--- src/rtl/ex_div_seq_pkg.sv ---
// rtl/ex_div_seq_pkg.sv - shared encodings for the ex-stage divide sequencer
package ex_div_seq_pkg;

    typedef enum logic [1:0] {
        DIV_FREE = 2'b00,
        DIV_ON   = 2'b01,
        DIV_END  = 2'b10
    } div_state_e;

    localparam logic DIV_RESULT_READY     = 1'b1;
    localparam logic DIV_RESULT_NOT_READY = 1'b0;
    localparam logic DIV_START            = 1'b1;
    localparam logic DIV_STOP             = 1'b0;

    localparam logic [7:0] EXE_DIV_OP  = 8'h1a;
    localparam logic [7:0] EXE_DIVU_OP = 8'h1b;
    localparam logic [7:0] EXE_REM_OP  = 8'h1c;
    localparam logic [7:0] EXE_REMU_OP = 8'h1d;

    typedef struct packed {
        logic is_signed;
        logic is_rem;
    } div_ctrl_t;

    // ex uses this to turn an aluop into the signed_i/rem_i pair
    function automatic div_ctrl_t decode_div_op(input logic [7:0] aluop);
        div_ctrl_t c;
        c.is_signed = (aluop == EXE_DIV_OP) || (aluop == EXE_REM_OP);
        c.is_rem    = (aluop == EXE_REM_OP) || (aluop == EXE_REMU_OP);
        return c;
    endfunction

endpackage

--- src/rtl/ex_div_seq.sv ---
// rtl/ex_div_seq.sv - radix-2 restoring divide sequencer for DIV/DIVU/REM/REMU
module ex_div_seq
    import ex_div_seq_pkg::*;
#(
    parameter int XLEN = 32
) (
    input  logic            clk,
    input  logic            rst,
    input  logic            start_i,
    input  logic            annul_i,
    input  logic            signed_i,
    input  logic            rem_i,
    input  logic [XLEN-1:0] dividend_i,
    input  logic [XLEN-1:0] divisor_i,
    output logic [XLEN-1:0] result_o,
    output logic            ready_o,
    output logic            stallreq_o
);

    localparam logic [XLEN-1:0] ONE  = 1;
    localparam logic [XLEN-1:0] LAST = XLEN - 1;

    div_state_e      state_q;
    logic [XLEN-1:0] cnt_q;
    logic [XLEN-1:0] quo_q;
    logic [XLEN-1:0] rem_q;
    logic [XLEN-1:0] dsr_q;
    logic [XLEN-1:0] result_q;
    logic            ready_q;
    logic            rem_sel_q;
    logic            neg_quo_q;
    logic            neg_rem_q;

    logic            dvd_neg;
    logic            dsr_neg;
    logic [XLEN-1:0] dividend_abs;
    logic [XLEN-1:0] divisor_abs;
    logic [XLEN:0]   rem_shift;
    logic [XLEN:0]   trial;
    logic [XLEN-1:0] quo_d;
    logic [XLEN-1:0] rem_d;
    logic [XLEN-1:0] quo_fix;
    logic [XLEN-1:0] rem_fix;

    always_comb begin
        dvd_neg      = signed_i & dividend_i[XLEN-1];
        dsr_neg      = signed_i & divisor_i[XLEN-1];
        dividend_abs = dvd_neg ? (~dividend_i + ONE) : dividend_i;
        divisor_abs  = dsr_neg ? (~divisor_i + ONE) : divisor_i;

        // quo_q doubles as the dividend shift register: its MSB feeds the partial remainder
        rem_shift = {rem_q, quo_q[XLEN-1]};
        trial     = rem_shift - {1'b0, dsr_q};
        if (!trial[XLEN]) begin
            rem_d = trial[XLEN-1:0];
            quo_d = {quo_q[XLEN-2:0], 1'b1};
        end else begin
            rem_d = rem_shift[XLEN-1:0];
            quo_d = {quo_q[XLEN-2:0], 1'b0};
        end

        quo_fix = neg_quo_q ? (~quo_d + ONE) : quo_d;
        rem_fix = neg_rem_q ? (~rem_d + ONE) : rem_d;

        stallreq_o = !annul_i &&
                     (((state_q == DIV_FREE) && start_i) || (state_q == DIV_ON));
    end

    always_ff @(posedge clk) begin
        if (rst) begin
            state_q   <= DIV_FREE;
            cnt_q     <= '0;
            quo_q     <= '0;
            rem_q     <= '0;
            dsr_q     <= '0;
            result_q  <= '0;
            ready_q   <= DIV_RESULT_NOT_READY;
            rem_sel_q <= 1'b0;
            neg_quo_q <= 1'b0;
            neg_rem_q <= 1'b0;
        end else begin
            ready_q <= DIV_RESULT_NOT_READY;
            case (state_q)
                DIV_FREE: begin
                    if (start_i == DIV_START && !annul_i) begin
                        if (divisor_i == '0) begin
                            result_q <= rem_i ? dividend_i : '1;
                            ready_q  <= DIV_RESULT_READY;
                            state_q  <= DIV_END;
                        end else begin
                            quo_q     <= dividend_abs;
                            rem_q     <= '0;
                            dsr_q     <= divisor_abs;
                            rem_sel_q <= rem_i;
                            neg_quo_q <= dvd_neg ^ dsr_neg;
                            neg_rem_q <= dvd_neg;
                            cnt_q     <= '0;
                            state_q   <= DIV_ON;
                        end
                    end
                end
                DIV_ON: begin
                    if (annul_i) begin
                        state_q <= DIV_FREE;
                    end else begin
                        quo_q <= quo_d;
                        rem_q <= rem_d;
                        cnt_q <= cnt_q + ONE;
                        if (cnt_q == LAST) begin
                            result_q <= rem_sel_q ? rem_fix : quo_fix;
                            ready_q  <= DIV_RESULT_READY;
                            state_q  <= DIV_END;
                        end
                    end
                end
                DIV_END: begin
                    state_q <= DIV_FREE;
                end
                default: begin
                    state_q <= DIV_FREE;
                end
            endcase
        end
    end

    assign result_o = result_q;
    assign ready_o  = ready_q;

endmodule

--- config.mk ---
export PLATFORM = sky130hd
export DESIGN_NAME = ex_div_seq
export DESIGN_NICKNAME = d
export VERILOG_FILES = /design/src/rtl/ex_div_seq_pkg.sv /design/src/rtl/ex_div_seq.sv
export SDC_FILE = /design/constraint.sdc
export NUM_CORES = 1
export LEC_CHECK = 0
export BUFFER_PORTS_ARGS = -buffer_cell sky130_fd_sc_hd__buf_2
export CORE_MARGIN = 2
export CORE_UTILIZATION = 60
export CTS_BUF_LIST = sky130_fd_sc_hd__clkbuf_4
export DETAILED_ROUTE_END_ITERATION = 7
export HOLD_SLACK_MARGIN = 0.06
export PLACE_DENSITY = 0.83
export SETUP_SLACK_MARGIN = 0.05
export SYNTH_ARGS = -nofsm -noshare
export SYNTH_HDL_FRONTEND = slang
export SYNTH_SLANG_ARGS = --single-unit
export TNS_END_PERCENT = 10
--- constraint.sdc ---
create_clock -name clk -period 6.47 [get_ports clk]
set_input_delay 0.647 -clock clk [delete_from_list [all_inputs] [get_ports clk]]
set_output_delay 0.647 -clock clk [all_outputs]
set_load 0.005 [all_outputs]
# Word level (Yosys, flattened, before mapping)
# Index checks and enable logic that the tools add are counted.
# W data, S select, Z words.
# word_totals
latch_bits,0
register_bits,166
elab_cells,77
in_bits,70
n_memories,0
romBits,0
output_inout_bits,34
ram_bits,0
# classes
muxes,33
multipliers,0
n_shift,0
n_div,0
addsub,6
n_eq_ne,8
reduce_logical,12
n_lt_le_gt_ge,0
bitwise,8
# ops
op,n
$mux W32,18
$pmux W32 S2,4
$add A32 B1 Y32 const B,5
$not A32 Y32,4
$sub A33 B32 Y33,1
$eq A32 B5 Y1 const B,1
$logic_not A32 Y1,1
$mux W2,4
$ne A2 B1 Y1 const B,3
$mux W1,5
$reduce_and A5 Y1,1
$ne A2 B2 Y1 const B,2
$pmux W2 S2,1
$reduce_and A4 Y1,1
$logic_and A1 B1 Y1,3
$ne A3 B2 Y1 const B,1
$reduce_and A3 Y1,1
$and A1 B1 Y1,2
$eq A2 B1 Y1 const B,1
$logic_not A2 Y1,1
$pmux W1 S2,1
$reduce_and A2 Y1,1
$reduce_bool A2 Y1,1
$logic_not A1 Y1,1
3 further kinds,3

# Logic depth before layout (Yosys ltp)
# Gate-level depths: netlist of run 1.
# logic_depth
word_depth,9
depth_mapped,23
mapped_depth_nobuf,21

# Worst setup path before layout of run 1
# No wires, ideal clock.
# synth_timing
path_kind,flip-flop to flip-flop
startpoint,register quo_q[31]
endpoint,"register result_q[28], in the netlist result_o[28]"
arrival_time_ps,4565
t_required_ps,6355
stages_incl_launch_ff,21
path_buffers,2
synth_period_minus_slack_ps,4681
setup_ps,115
path_slack_ps,1789
cell_sequence,dfxtp_1 inv_1 ha_1 fa_1 nor2b_1 o31a_2 o21a_2 a21oi_2 a21oi_2 xor2_4 buf_2 buf_2 mux2i_1 ha_1 nand4_1 nor4_1 mux2i_1 a211oi_4 nand3_1 or3_1 a31o_1
# synth_via
elab_chain_len,9
elab_cells_between_ends,13
classes_between,add/sub: 3; mux: 8; bitwise: 2
# synth_lines
item,line_no,text
start: declaration,ex_div_seq.sv:25,logic [XLEN-1:0] quo_q;
start signal: assignment,ex_div_seq.sv:91,quo_q <= dividend_abs;
start signal: assignment,ex_div_seq.sv:106,quo_q <= quo_d;
$sub A33 B32 Y33,ex_div_seq.sv:53,"trial = rem_shift - {1'b0, dsr_q};"
$mux W1 / $mux W32 (equally long branches),ex_div_seq.sv:54,if (!trial[XLEN]) begin
"$not A32 Y32, on equally long branches","ex_div_seq.sv:62, ex_div_seq.sv:63",
"$add A32 B1 Y32, on equally long branches","ex_div_seq.sv:62, ex_div_seq.sv:63",
"$mux W32, on equally long branches","ex_div_seq.sv:62, ex_div_seq.sv:63",
$mux W32 (*),ex_div_seq.sv:110,result_q <= rem_sel_q ? rem_fix : quo_fix;
$mux W32 (*),ex_div_seq.sv:109,if (cnt_q == LAST) begin
$mux W32 (*),ex_div_seq.sv:103,if (annul_i) begin
$pmux W32 S2 (*),ex_div_seq.sv:83,case (state_q)
end signal: assignment,ex_div_seq.sv:87,result_q <= rem_i ? dividend_i : '1;
end signal: assignment,ex_div_seq.sv:110,
end: declaration,ex_div_seq.sv:28,logic [XLEN-1:0] result_q;
# Mark *: on every way between the ends. The rest lies on a longest branch, timed or not. The select of a mux whose other input is x is not followed.
# A chain may end at the register's enable or synchronous reset.

# Final worst setup path of run 1
# Ends and elaborated chain as after synthesis.

==> results.md, run 1 <==
* Pre-CTS WS at 1770 ps
* 1st-pass router iterations at 7
* Die Y at 147 µm
* HP Class: input port to register
* CTS tree: built
* Worst r2r path cells at 18
* Minimum hold slack at 324 ps
* Clock Skew at 29.8 ps
* Leak at 5.27 nW
* Row count at 52
* Final period utilization at 73.4%
* Routed Antenna Nets at 0
* Ports at 104
* Core area at 20200 µm²
* WS Path Type: register to register
* Clk slew on worst S/H paths at 170 ps
* Global route overflow at 0
* Least-Margin Pin Slew at 1270 ps
* Final setup viols at 0
* Die area at 21700 µm²
* Fin nets at 1793
* Most frequent cells in the layout: 253 x nor2_1, 166 x dfxtp_1, 122 x nand2_1
* DP HPWL at 26200 µm
* Reg2Reg Launch Point: quo_q[31]$_SDFFE_PP0P_
* PortBufs at 103
* Routed vias/inst at 6.43
* Register area at 3320 µm²
* Worst EP arrival at 5270 ps
* Drt initial violations at 1350
* Clk Latency, worst-skew pair at 610 ps
* Fmax at 0.211 GHz
* Tmin final at 4750 ps
* Die X at 147 µm
* Ys Warns at 0
* Synthesized area per cell at 7.49 µm²
* CP max FO at 5
* Status: finished, final reports clean
* Startpoint Class: register
* Initial Util at 61.0%
* Final setup TNS at 0 ps
* CTS root buf: clkbuf_4
* Area Growth Syn to Fin at 7.25%
* Worst VDD drop at 0.105 mV
* Worst r2r dst: result_o[28]$_SDFFE_PP0P_
* Area contributors post-synth: dfxtp_1 27%, nor2_1 7.8%, xor2_1 6.0%
* Layout cell share with drive strength beyond 1 at 11.5%
* Top_reg_cell synth: dfxtp_1
* Most common cell after layout, fill and taps aside: nor2_1
* Final Hold Viols at 0
* Crit path from: quo_q[31]$_SDFFE_PP0P_
* CTS Buffer Depth at 2
* Final Core Density at 65.4%
* Yosys cell types at 85
* All-Layer GR Usage at 32.3%
* CP Capture Type: register
* Initial antenna violation count at 2
* Post-Syn Instances at 1648
* RD Place Congestion at 0.955
* Hold Buf Count CTS at 0
* Number of synthesized flops with an enable pin at 0
* Multi-input gate area in the final layout at 8410 µm²
* Vias in the first global route at 11300
* Slew HR at 15.0%
* CTS Buf Count at 17
* Seq cells post-synth at 166
* Global-route wire length before repair at 57400 µm
* Post-CTS setup repair buffer count at 0
* Largest net degree at the start of global routing at 80
* Pins Over Slew Limit at 0
* Async SR Flop Fraction at 0%
* Top-area cell type share of the netlist area at 26.9%
* Drc violations at 0
* Worst Setup EP: result_o[28]$_SDFFE_PP0P_
* Clk sinks at 166
* Number of fill cells at 1809
* Pwr dens at 175 nW/µm²
* Drt wl/cell at 18.2 µm
* Post-CTS Resized at 0
* Seq/Total Area, Yosys at 26.9%
* Worst EP required at 6990 ps
* Via count at 12700
* H-tree Lvls at 4
* Syn_nets at 1756
* Setup slack, reg-to-reg at 1720 ps
* Worst setup margin at 1720 ps
* Maxcap violations at 0
* Mapped cell area at 12300 µm²
* RSZ-0062 raised after global routing: no
* Final wirelength at 35900 µm
* Largest area contributor in the netlist: dfxtp_1
metal layers:
layer | vias to the layer above | global-route usage (%) | wire length [µm]
li1 | 6080 | - | -
met1 | 5832 | 45.4 | 15700
met2 | 672 | 49.8 | 15700
met3 | 74 | 7.25 | 3790
met4 | 0 | 9.38 | 743
met5 | - | 0 | 0
stage by stage:
step	cell area, µm²	std cells	power [W]
2_1_floorplan	12300	1648	0.00150
3_3_place_gp	12900	1936	0.00165
3_5_place_dp	12900	1936	0.00166
4_1_cts	13200	1968	0.00230
5_1_grt	13200	1970	0.00242
6_report	13200	1970	0.00231
flip-flops by register name (all words and copies together), names as in the netlist:
register and cells:
dsr_q 32, rem_q 32, neg_quo_q 1, cnt_q 32, ready_o 1, quo_q 32, result_o 32, rem_sel_q 1
neg_rem_q 1, state_q 2
cell families (layout without fill, tap and decap cells):
logic type	after synthesis	count (layout)	synth area share, %
simple gates	634	634	24.1
compound gates	455	455	25.5
flops	166	166	26.9
buf+inv	163	213	5.21
xor+xnor	154	154	11.1
fa+ha+maj	38	38	3.91
mux	38	38	3.24
other cells	0	2	0
final cells by class:
type,instances,area share (%)
Clock inverter,15,1.35
Sequential cell,166,25.1
Inverter,66,1.89
Antenna cell,2,0.0378
Multi-Input combinational cell,1319,63.5
Tap cell,270,2.55
Clock buffer,17,0.964
Timing Repair Buffer,115,4.59
synthesized netlist by cell type, drive strengths merged (4+ instances only):
cell type / instances
dfxtp: 166
nor4: 31
mux2: 16
a41oi: 4
or3: 21
nand4: 16
nor2: 255
o211a: 5
clkbuf: 74
a21oi: 113
nor2b: 13
ha: 37
inv: 65
xnor2: 68
nand2b: 16
and2: 17
o21a: 10
a31oi: 8
a211oi: 40
a211o: 7
buf: 23
o2111ai: 4
o22ai: 8
nand2: 123
xor2: 86
mux2i: 22
a222oi: 31
nor3: 43
or2: 9
nand3b: 6
a22oi: 21
or4: 10
and4: 7
and3: 15
a21o: 15
a311oi: 5
o221ai: 16
o41ai: 12
o31ai: 27
o21ai: 89
nand3: 44
power by group:
group          leakage (nW)  switching, W  total, W  internal (W)
Sequential             1.35     0.0000282   0.00108       0.00105
Clock                 0.162      0.000441  0.000656      0.000215
Combinational          3.77      0.000374  0.000577      0.000203
Total                  5.27      0.000843   0.00231       0.00147
worst min path at each step:
stage	from	end	slack [ps]	depth (start not counted)
final	dividend_i[0]	quo_q[0]$_SDFFE_PP0P_	320	3
after global routing	dividend_i[0]	quo_q[0]$_SDFFE_PP0P_	300	3
after CTS	dividend_i[0]	quo_q[0]$_SDFFE_PP0P_	310	3
after detailed placement	result_o[16]$_SDFFE_PP0P_	result_o[16]$_SDFFE_PP0P_	440	2
after global placement	result_o[14]$_SDFFE_PP0P_	result_o[14]$_SDFFE_PP0P_	430	2
after floorplan	dsr_q[30]$_SDFFE_PP0P_	dsr_q[30]$_SDFFE_PP0P_	430	2
critical path, stage by stage, from the launching register on:
cell,delay (ps)
dfxtp_1,380
inv_1,60
ha_1,230
fa_1,420
nor2b_1,200
o31a_2,190
o21a_2,200
a21oi_2,110
a21oi_2,260
xor2_4,310
mux2i_1,340
ha_1,270
nand4_1,160
nor4_1,290
mux2i_1,260
a211oi_4,310
nand3_1,130
or3_1,350
a31o_1,210
(Power assumes the default switching activity.)
==> run 2, diff against run 1 <==
- ABC_AREA: not set -> 1
- CORE_UTILIZATION: 60 -> 57
- PLACE_DENSITY: 0.83 -> 0.82
- clock period: 6.47 -> 4 ns (I/O delays scaled with it)
==> results.md, run 2 <==
* Initial antenna violation count at 2 (unchanged)
* Final Core Density at 64.9% (-0.57 points)
* CP Capture Type: register
* Seq cells post-synth at 166 (unchanged)
* Drc violations at 4 (+4)
* Largest net degree at the start of global routing at 64 (-20%)
* DP HPWL at 33700 µm (+29%)
* Final period utilization at 94.1% (+21 points)
* Multi-input gate area in the final layout at 8930 µm² (+6.2%)
* Worst VDD drop at 0.210 mV (+99%)
* Fmax at 0.266 GHz (+26%)
* 1st-pass router iterations at 8 (+1)
* HP Class: input port to register
* Pwr dens at 274 nW/µm² (+57%)
* Largest area contributor in the netlist: dfxtp_1
* Layout cell share with drive strength beyond 1 at 12.0% (+0.52 points)
* Final wirelength at 44400 µm (+23%)
* Initial Util at 57.9% (-3.1 points)
* Via count at 15600 (+23%)
* Top-area cell type share of the netlist area at 24.6% (-2.3 points)
* Setup slack, reg-to-reg at 240 ps (-1490 ps)
* Area Growth Syn to Fin at 12.1%
* Most frequent cell after synthesis: nand2_1
* Synthesized area per cell at 5.79 µm² (-23%)
* Most instantiated cells after synthesis: 713 x nand2_1, 301 x inv_1, 222 x nor2_1
* Drt initial violations at 1647 (+22%)
* Hold depth at 3 (unchanged)
* Ys Warns at 0 (unchanged)
* Final setup TNS at 0 ps (unchanged)
* Worst EP arrival at 4230 ps (-1040 ps)
* Final Hold Viols at 0 (unchanged)
* Clk Latency, worst-skew pair at 620 ps (about the same)
* Status: finished with violations
* Top_reg_cell synth: dfxtp_1
* Met3 Use GR at 4.79% (-2.5 points)
* Overall power at 0.00414 W (+79%)
* Register area at 3330 µm² (+0.26%)
* Post-Syn Instances at 2333 (+42%)
* Pins Over Slew Limit at 0 (unchanged)
* RD Place Congestion at 0.989 (+3.6%)
* Seq/Total Area, Yosys at 24.6% (-2.3 points)
* Number of synthesized flops with an enable pin at 0 (unchanged)
* Least-Margin Pin Slew at 829 ps (-444 ps)
* Clock Skew at 32.9 ps (+3.19 ps)
* GR Util met2 at 55.3% (+5.5 points)
* Startpoint Class: register
* Gr busiest metal: met2
* Global route overflow at 0 (unchanged)
* Post-Layout Cell Count at 2770 (+41%)
* Clk slew on worst S/H paths at 180 ps (about the same)
* WS Path Type: register to register
* Die X at 158 µm (+7.1%)
* Met1 Use GR at 49.5% (+4.2 points)
* Ports at 104 (unchanged)
* Minimum hold slack at 83.5 ps (-241 ps)
* All-Layer GR Usage at 35.2% (+2.9 points)
* PortBufs at 103 (unchanged)
* CTS root buf: clkbuf_4
* Drt wl/cell at 16.0 µm (-12%)
* Routed Antenna Nets at 0 (unchanged)
* Core area at 23300 µm² (+15%)
* Most common cell after layout, fill and taps aside: nand2_1
* CTS tree: built
* Failing checks: DRC
* CTS Buffer Depth at 2 (unchanged)
* Post-Place Cells at 2731 (+41%)
* Routed vias/inst at 5.64 (-12%)
* Row count at 56 (+7.7%)
* Mapped cell area at 13500 µm² (+9.4%)
* Global-route wire length before repair at 69500 µm (+21%)
* Number of fill cells at 2351 (+30%)
* CP max FO at 4 (-1)
* Vias in the first global route at 13800 (+23%)
* Slew HR at 44.7% (+30 points)
* RSZ-0062 raised after global routing: yes
* Fin nets at 2545 (+42%)
* Die Y at 158 µm (+7.1%)
* Die area at 24900 µm² (+15%)
* CTS Buf Count at 17 (unchanged)
* Tmin final at 3760 ps (-983 ps)
* Maxcap violations at 0 (unchanged)
* H-tree Lvls at 4 (unchanged)
* Area contributors post-synth: dfxtp_1 25%, nand2_1 20%, inv_1 8.4%
* Final setup viols at 0 (unchanged)
* Most frequent cells in the layout: 707 x nand2_1, 298 x inv_1, 217 x a21oi_1
* Syn_nets at 2441 (+39%)
* Async SR Flop Fraction at 0% (unchanged)
* Yosys cell types at 55 (-35%)
* Leak at 7.37 nW (+40%)
* Worst r2r path cells at 25 (+7)
* Clk sinks at 166 (unchanged)
* Worst EP required at 4470 ps (-2520 ps)
[run 2: cell type report]
type | count | area share [%]
Clock inverter | 15 | 1.19
Tap cell | 319 | 2.64
Multi-Input combinational cell | 1777 | 59.0
Timing Repair Buffer | 167 | 6.66
Inverter | 308 | 7.64
Antenna cell | 1 | 0.0165
Clock buffer | 17 | 0.843
Sequential cell | 166 | 22.0
[run 2: cell families (layout without fill, tap and decap cells)]
| logic type | Yosys count | after routing | share of synthesized area, % |
|---|---|---|---|
| simple gates | 1233 | 1233 | 38.5 |
| compound gates | 433 | 433 | 17.5 |
| buf+inv | 390 | 507 | 11.1 |
| flops | 166 | 166 | 24.6 |
| xor+xnor | 73 | 73 | 4.74 |
| fa+ha+maj | 38 | 38 | 3.58 |
| other cells | 0 | 1 | 0 |
[run 2: final timing paths]
| kind | start | endpoint |
|---|---|---|
| setup / recovery | dsr_q[18]$_SDFFE_PP0P_ | result_o[20]$_SDFFE_PP0P_ |
| hold / removal | divisor_i[4] | dsr_q[4]$_SDFFE_PP0P_ |
| setup reg to reg | dsr_q[18]$_SDFFE_PP0P_ | result_o[20]$_SDFFE_PP0P_ |
| hold reg to reg | dsr_q[3]$_SDFFE_PP0P_ | dsr_q[3]$_SDFFE_PP0P_ |
[run 2: where the power goes]
group          internal [W]  switching [W]  total (W)
clock network      0.000398       0.000735    0.00113
registers           0.00171      0.0000502    0.00176
logic              0.000414       0.000833    0.00125
[run 2: critical path: stages (launching register included)]
cell and delay (ps):
dfxtp_2 370, inv_1 70, ha_1 310, nand2_1 110
inv_1 50, nand2_1 60, nand2_1 60, nand2_1 60
nand2_1 100, a21oi_4 280, nand3_2 150, nand2_4 120
ha_4 150, nand3_4 80, nor2_4 140, nand3_4 90
nor3_4 220, nand3_2 150, buf_4 180, nor3_4 150
nor2_1 70, or2_2 300, a31oi_1 130, o21ai_1 90
nand2_1 60, a21oi_1 60
[run 2: repair_timing]
action	in CTS	in global routing
hold buffers	1	0
setup endpoints to repair	4	21
pin swaps	1	17
hold endpoints to repair	1	0
setup buffers	0	5
cloned	0	0
gates resized for setup	2	56
[run 2: metrics by stage]
step	area, µm²	setup WS (ps)
detailed placement	14500	-12.1
finish	15100	237
CTS	14900	59.2
floorplan	13500	62.4
global route	15100	2.30
global placement	14500	44.0
[run 2: layer usage]
metal / up-vias / routed length, µm
li1: 7770 / -
met1: 6985 / 19400
met2: 745 / 19400
met3: 110 / 3980
met4: 0 / 1540
met5: - / 0
